## config.mk

```make
export PLATFORM = sky130hd
export DESIGN_NAME = bus_demux4_flat
export DESIGN_NICKNAME = d
export VERILOG_FILES = /design/src/rtl/bus_demux4_if.sv /design/src/rtl/bus_demux4.sv /design/src/flat_wrapper.sv
export SDC_FILE = /design/constraint.sdc
export NUM_CORES = 1
export LEC_CHECK = 0
export ABC_AREA = 0
export CORE_ASPECT_RATIO = 1.25
export CORE_MARGIN = 2
export CORE_UTILIZATION = 34
export DETAILED_ROUTE_END_ITERATION = 6
export HOLD_SLACK_MARGIN = 0.02
export PLACE_DENSITY = 0.77
export REMOVE_ABC_BUFFERS = 1
export SLEW_MARGIN = 25
export SYNTH_ARGS = -nofsm -noshare
export SYNTH_HDL_FRONTEND = slang
export SYNTH_SLANG_ARGS = --single-unit
```

## constraint.sdc

```tcl
create_clock -name clk -period 2.04 [get_ports clk]
set_input_delay 0.306 -clock clk [delete_from_list [all_inputs] [get_ports clk]]
set_output_delay 0.306 -clock clk [all_outputs]
set_load 0.005 [all_outputs]
```

## src/rtl/bus_demux4_if.sv

```systemverilog
// CPU-side request/response and target-side steering signals of the 1-to-4 bus demux.
interface bus_demux4_if;
    logic        m_req;
    logic        m_we;
    logic [31:0] m_addr;
    logic [31:0] m_wdata;
    logic [3:0]  m_be;
    logic        m_ack;
    logic        m_err;
    logic [31:0] m_rdata;
    logic [3:0]  s_req;
    logic        s_we;
    logic [31:0] s_addr;
    logic [31:0] s_wdata;
    logic [3:0]  s_be;
    logic [3:0]  s_ack;
    logic [31:0] s_rdata0;
    logic [31:0] s_rdata1;
    logic [31:0] s_rdata2;
    logic [31:0] s_rdata3;

    // demux view
    modport slave (
        input  m_req, m_we, m_addr, m_wdata, m_be,
        output m_ack, m_err, m_rdata,
        output s_req, s_we, s_addr, s_wdata, s_be,
        input  s_ack, s_rdata0, s_rdata1, s_rdata2, s_rdata3
    );

    // environment view: CPU plus the four targets
    modport master (
        output m_req, m_we, m_addr, m_wdata, m_be,
        input  m_ack, m_err, m_rdata,
        input  s_req, s_we, s_addr, s_wdata, s_be,
        output s_ack, s_rdata0, s_rdata1, s_rdata2, s_rdata3
    );
endinterface

```

## src/rtl/bus_demux4.sv

```systemverilog
// Steers one CPU bus request to one of four targets and returns the selected
// target's read data, with a timeout so a silent target cannot hang the core.
module bus_demux4 #(
    parameter int SEL_LSB = 30,
    parameter int TO_W    = 8,
    parameter int TIMEOUT = 255
) (
    input logic           clk,
    input logic           rst,
    bus_demux4_if.slave   bus
);
    typedef enum logic [1:0] {IDLE, BUSY, RESP} state_t;

    localparam logic [TO_W-1:0] TO_LAST = TO_W'(TIMEOUT > 0 ? TIMEOUT - 1 : 0);

    state_t          state;
    logic [1:0]      sel;
    logic [TO_W-1:0] timer;
    logic [31:0]     sel_rdata;

    always_comb begin
        sel_rdata = bus.s_rdata0;
        case (sel)
            2'd1:    sel_rdata = bus.s_rdata1;
            2'd2:    sel_rdata = bus.s_rdata2;
            2'd3:    sel_rdata = bus.s_rdata3;
            default: sel_rdata = bus.s_rdata0;
        endcase
    end

    always_ff @(posedge clk) begin
        if (rst) begin
            state       <= IDLE;
            sel         <= 2'd0;
            timer       <= '0;
            bus.s_req   <= 4'b0;
            bus.m_ack   <= 1'b0;
            bus.m_err   <= 1'b0;
            bus.m_rdata <= 32'd0;
            bus.s_we    <= 1'b0;
            bus.s_addr  <= 32'd0;
            bus.s_wdata <= 32'd0;
            bus.s_be    <= 4'b0;
        end else begin
            case (state)
                IDLE: begin
                    if (bus.m_req) begin
                        bus.s_we    <= bus.m_we;
                        bus.s_addr  <= bus.m_addr;
                        bus.s_wdata <= bus.m_wdata;
                        bus.s_be    <= bus.m_be;
                        sel         <= bus.m_addr[SEL_LSB +: 2];
                        bus.s_req   <= 4'b0001 << bus.m_addr[SEL_LSB +: 2];
                        timer       <= '0;
                        state       <= BUSY;
                    end else begin
                        bus.s_req <= 4'b0;
                    end
                end
                BUSY: begin
                    // an ack from the selected target beats a timeout in the same cycle
                    if (bus.s_ack[sel]) begin
                        bus.m_rdata <= bus.s_we ? 32'd0 : sel_rdata;
                        bus.s_req   <= 4'b0;
                        bus.m_err   <= 1'b0;
                        bus.m_ack   <= 1'b1;
                        state       <= RESP;
                    end else if (TIMEOUT != 0 && timer == TO_LAST) begin
                        bus.m_rdata <= 32'd0;
                        bus.s_req   <= 4'b0;
                        bus.m_err   <= 1'b1;
                        bus.m_ack   <= 1'b1;
                        state       <= RESP;
                    end else if (timer != '1) begin
                        timer <= timer + 1'b1;
                    end
                end
                RESP: begin
                    bus.m_ack <= 1'b0;
                    bus.m_err <= 1'b0;
                    state     <= IDLE;
                end
                default: state <= IDLE;
            endcase
        end
    end
endmodule
```

## src/flat_wrapper.sv

```systemverilog
// flat-port wrapper written by rule: the top's interface ports become plain ports
module bus_demux4_flat 
#(
    parameter int SEL_LSB = 30,
    parameter int TO_W    = 8,
    parameter int TIMEOUT = 255
)
  (clk, rst, bus_m_req, bus_m_we, bus_m_addr, bus_m_wdata, bus_m_be, bus_m_ack, bus_m_err, bus_m_rdata, bus_s_req, bus_s_we, bus_s_addr, bus_s_wdata, bus_s_be, bus_s_ack, bus_s_rdata0, bus_s_rdata1, bus_s_rdata2, bus_s_rdata3);
  bus_demux4_if bus_i ();
  input logic clk;
  input logic rst;
  input wire logic [$bits(bus_i.m_req)-1:0] bus_m_req;
  input wire logic [$bits(bus_i.m_we)-1:0] bus_m_we;
  input wire logic [$bits(bus_i.m_addr)-1:0] bus_m_addr;
  input wire logic [$bits(bus_i.m_wdata)-1:0] bus_m_wdata;
  input wire logic [$bits(bus_i.m_be)-1:0] bus_m_be;
  output wire logic [$bits(bus_i.m_ack)-1:0] bus_m_ack;
  output wire logic [$bits(bus_i.m_err)-1:0] bus_m_err;
  output wire logic [$bits(bus_i.m_rdata)-1:0] bus_m_rdata;
  output wire logic [$bits(bus_i.s_req)-1:0] bus_s_req;
  output wire logic [$bits(bus_i.s_we)-1:0] bus_s_we;
  output wire logic [$bits(bus_i.s_addr)-1:0] bus_s_addr;
  output wire logic [$bits(bus_i.s_wdata)-1:0] bus_s_wdata;
  output wire logic [$bits(bus_i.s_be)-1:0] bus_s_be;
  input wire logic [$bits(bus_i.s_ack)-1:0] bus_s_ack;
  input wire logic [$bits(bus_i.s_rdata0)-1:0] bus_s_rdata0;
  input wire logic [$bits(bus_i.s_rdata1)-1:0] bus_s_rdata1;
  input wire logic [$bits(bus_i.s_rdata2)-1:0] bus_s_rdata2;
  input wire logic [$bits(bus_i.s_rdata3)-1:0] bus_s_rdata3;
  assign bus_i.m_req = bus_m_req;
  assign bus_i.m_we = bus_m_we;
  assign bus_i.m_addr = bus_m_addr;
  assign bus_i.m_wdata = bus_m_wdata;
  assign bus_i.m_be = bus_m_be;
  assign bus_m_ack = bus_i.m_ack;
  assign bus_m_err = bus_i.m_err;
  assign bus_m_rdata = bus_i.m_rdata;
  assign bus_s_req = bus_i.s_req;
  assign bus_s_we = bus_i.s_we;
  assign bus_s_addr = bus_i.s_addr;
  assign bus_s_wdata = bus_i.s_wdata;
  assign bus_s_be = bus_i.s_be;
  assign bus_i.s_ack = bus_s_ack;
  assign bus_i.s_rdata0 = bus_s_rdata0;
  assign bus_i.s_rdata1 = bus_s_rdata1;
  assign bus_i.s_rdata2 = bus_s_rdata2;
  assign bus_i.s_rdata3 = bus_s_rdata3;
  bus_demux4 #(.SEL_LSB(SEL_LSB), .TO_W(TO_W), .TIMEOUT(TIMEOUT)) u_core (.clk(clk), .rst(rst), .bus(bus_i));
endmodule
```

### Yosys cells after proc, flatten, opt, wreduce, memory -nomap -nowiden

Index checks and enable logic that the tools add are counted.

| cells by class | value |
|---|---|
| add/subtract/negate cells | 1 |
| magnitude comparators | 1 |
| eq/ne operators | 12 |
| shift operators | 1 |
| muxes and demuxes | 24 |
| reduce and logical (&&, ||, !) cells | 10 |

Operators with widths:

| operator | count |
|---|---|
| $mux 32 | 3 |
| $pmux 32 s3 | 1 |
| $mux 8 | 4 |
| $pmux 8 s2 | 1 |
| $mux 4 | 3 |
| $reduce_and 2->1 | 5 |
| $add 8x1->8 const B | 1 |
| $eq 8x8->1 const B | 1 |
| $ne 8x8->1 const B | 1 |
| $pmux 4 s2 | 1 |
| $eq 2x2->1 const B | 3 |
| $mux 2 | 3 |
| $ne 2x2->1 const B | 3 |
| $reduce_bool 2->1 | 3 |
| $reduce_and 5->1 | 1 |
| $eq 2x1->1 const B | 2 |
| $mux 1 | 4 |
| $pmux 1 s2 | 2 |
| $pmux 2 s2 | 1 |
| $shl 1x2->4 const A | 1 |
| $lt 2x3->1 const B | 1 |
| $ne 3x1->1 const B | 1 |
| $bmux 1 s2 | 1 |
| $logic_not 2->1 | 1 |
| $ne 2x1->1 const B | 1 |

| storage, ports and cells | value |
|---|---|
| flip-flop bits (word level) | 119 |
| output and inout bits | 107 |

### Depth between registers and ports, before layout

| depth | value |
|---|---|
| depth after elaboration | 5 |
| gate-level depth with buffers | 8 |
| gate-level depth less buffers | 6 |

### Least setup slack after synthesis

Ideal clock, no wire load.

| timing | value |
|---|---|
| path type | register -> register |
| from | register, netlist name u_core.bus.s_addr[30] |
| to | register u_core.timer[4] |
| data arrival time | 1.826 ns |
| data required time | 1.908 ns |
| slack | 0.082 ns |
| cell stages (with the launch flop) | 7 |
| period minus slack after synthesis | 1.958 ns |
| path through | dfxtp_1 -> buf_6 -> mux4_2 -> buf_6 -> or4_1 -> o211ai_1 -> a21oi_1 |

RTL lines:

| element | line | text |
|---|---|---|
| end signal, assigned | bus_demux4.sv:75 | `timer <= timer + 1'b1;` |
| end, declared | bus_demux4.sv:18 | `logic [TO_W-1:0] timer;` |

==> summary.md <==
| Metric | Value |
|---|---|
| Final Setup Violations | 0 |
| I/O Buffers | 310 |
| Worst Setup EP | bus_s_addr[31] |
| Crit-path max cell delay | 540 ps |
| Vias | 5277 |
| Initial Utilization | 0.343 |
| RR Startpoint | u_core.bus.s_addr[30] |
| Synth Register Bits | 117 |
| Synth warn | 0 |
| CTS tree | yes |
| CTS Buf Count | 17 |
| Reg-to-reg endpoint | u_core.timer[6] |
| Total GRT Usage | 0.240 |
| Outcome | finished, final reports clean |
| Crit path kind | register to output pin |
| Maximum number of pins on one net before global-route repair | 58 |
| Layout cells sized above 1 | 0.112 |
| Critical-path cell list | buf_12, clkdlybuf4s50_1 |
| Initial drt markers | 295 |
| Router iterations before antenna repair | 4 |
| Slew Viols, Final | 0 |
| Detail Placement HPWL | 14.6 mm |
| Grt ovf | 0 |
| Via-to-Cell Ratio | 5.07 |
| CP max FO | 34 |
| IO Pins | 311 |
| Top post-synthesis cells by area | dfxtp_1 46%, mux4_2 15%, nand2_1 11% |
| Die width | 113 µm |
| Die area | 16000 µm² |
| EDFF count, synth | 0 |
| Min cycle time layout | 1970 ps |
| DRC Markers | 0 |
| Hold crit path type | input port to register |
| Critical path data required time | 1730 ps |
| Startpoint types | register |
| Setup Skew | 6.55 ps |
| Dpl ws | -207 ps |
| Most used routing layer | met2 |
| Largest area contributor in the netlist | dfxtp_1 |
| Placed insts | 1005 |
| Leak | 3.34 nW |
| Mapped Cells | 534 |
| Layout Cells excl Fill | 1041 |
| CP endpoint kind | output pin |
| Synth cell types | 40 |
| DP Area | 8520 µm² |
| Sequential-to-total area share from yosys stat | 0.460 |
| Post-DRT Antenna Nets | 0 |
| Maxcap violations | 0 |
| Row count | 50 |
| Post-synth top area share | 0.460 |
| Flop-to-flop setup slack | 100 ps |
| Met1 usage | 0.271 |
| Clock Path Buffers | 2 |
| Post-CTS Setup Inserts | 0 |
| Slowest cell on the critical path | clkdlybuf4s50_1 |
| # fillers | 1243 |
| GRT met2 Usage | 0.399 |
| Worst-margin pin slew | 490 ps |
| Clock Sinks | 117 |
| Relative slew slack | 0.673 |
| Most frequent cell after synthesis | nand2_1 |
| Final wirelength | 19.2 mm |
| Worst reg2reg path depth | 5 |
| Fin util | 0.617 |
| Resized cells post-CTS | 0 |
| Met3 Use GR | 0.0830 |
| Routed len/inst | 18.5 µm |
| Root buffer cell | clkbuf_16 |
| Post-CTS Hold Buffers | 0 |
| Power Density | 856 nW/µm² |
| Crit path from | u_core.sel[1] |
| Tcrit/Tclk final | 0.967 |
| Die Ht | 141 µm |
| Syn Std Cell Area | 5090 µm² |
| Final WS setup | 67.7 ps |
| Setup_tns | 0 ps |
| VDD IR max | 584 µV |
| Arr. time, crit path | 1670 ps |
| Top_reg_cell synth | dfxtp_1 |
| Nets | 1052 |
| # H-tree levels | 4 |
| Core area | 14800 µm² |
| Design area | 9140 µm² |
| Synth async-reset ratio | 0 |
| Mean post-synth cell area | 9.53 µm² |
| Worst-path clk slew | 50 ps |
| Vias in the first global route | 5327 |
| Final Hold Vio Count | 0 |
| First-pass GRT wire length | 29.4 mm |
| Fmax | 0.507 GHz |
| Clock Latency Late Sink | 410 ps |
| RD Place Congestion | 0.888 |
| Top cells by count, synth | 153 x nand2_1, 117 x dfxtp_1, 77 x a21oi_1 |
| RSZ-0062 raised after global routing | no |
| Initial antenna violation count | 4 |
| Synthesis-to-layout area growth | 79.7% |
==> layout by cell type (no fill, tap or decap), types with 6 or more instances in the layout <==
master and n:
buf_12 9, buf_4 15, o21ai_0 6, mux4_2 33, clkdlybuf4s50_1 309, a22o_1 32
nand3_1 6, a21oi_1 77, clkbuf_16 17, ha_1 6, nand2_1 152, dfxtp_1 116
==> metal layers <==
layer	vias to the layer above	share of wire
met1	2479	0.38
met5	-	0
met4	0	0.030
li1	2529	-
met2	231	0.50
met3	38	0.084
==> layout make-up <==
class | instances | area [µm²] | share of cell area
Timing Repair Buffer | 334 | 3390 | 0.371
Tap cell | 182 | 228 | 0.0249
Antenna cell | 4 | 10.0 | 0.00109
Clock inverter | 9 | 151 | 0.0166
Multi-Input combinational cell | 367 | 2540 | 0.278
Clock buffer | 23 | 458 | 0.0501
Inverter | 5 | 18.8 | 0.00205
Sequential cell | 117 | 2340 | 0.256
==> cells by family after synthesis <==
logic type                 synth area share
AOI/OAI and AO/OA                     0.169
adders and majority gates            0.0148
buffers and inverters                0.0423
DFF                                   0.460
muxes                                 0.150
and+or+nand+nor                       0.164
==> sequential cells by signal, indices dropped and copies added, names as in the netlist <==
| register | count |
|---|---|
| u_core.bus.m_ack | 1 |
| u_core.bus.m_err | 1 |
| u_core.bus.m_rdata | 32 |
| u_core.bus.s_addr | 31 |
| u_core.bus.s_be | 4 |
| u_core.bus.s_req | 4 |
| u_core.bus.s_wdata | 32 |
| u_core.bus.s_we | 1 |
| u_core.sel | 1 |
| u_core.state | 2 |
| u_core.timer | 8 |
==> worst max-delay path, delay by kind of cell (launching register included) <==
family   cells  cell delay [ps]
flops        1              440
buf+inv      2              800
==> per-stage QoR <==
| step | total power, mW | hold WS (ps) |
|---|---|---|
| finish | 7.83 | 368 |
| global route | 8.18 | 388 |
| CTS | 7.90 | 362 |
| detailed placement | 4.77 | 446 |
| global placement | 4.74 | 440 |
| floorplan | 3.47 | 375 |
==> worst min path at each step <==
stage,start,to,slack [ps],cells past startpoint
2_1_floorplan,rst,u_core.bus.s_addr[0],380,1
3_3_place_gp,u_core.bus.s_wdata[19],u_core.bus.s_wdata[19],440,2
3_5_place_dp,u_core.bus.s_addr[16],u_core.bus.s_addr[16],450,2
4_1_cts,rst,u_core.bus.s_addr[15],360,2
5_1_grt,rst,u_core.bus.s_req[1],390,2
6_report,rst,u_core.bus.s_addr[15],370,2
==> power breakdown <==
group          internal (mW)  switching (mW)
combinational           1.22           0.850
clock                   2.07            1.04
sequential              2.52           0.129
total                   5.81            2.01
(Power assumes the default switching activity.)
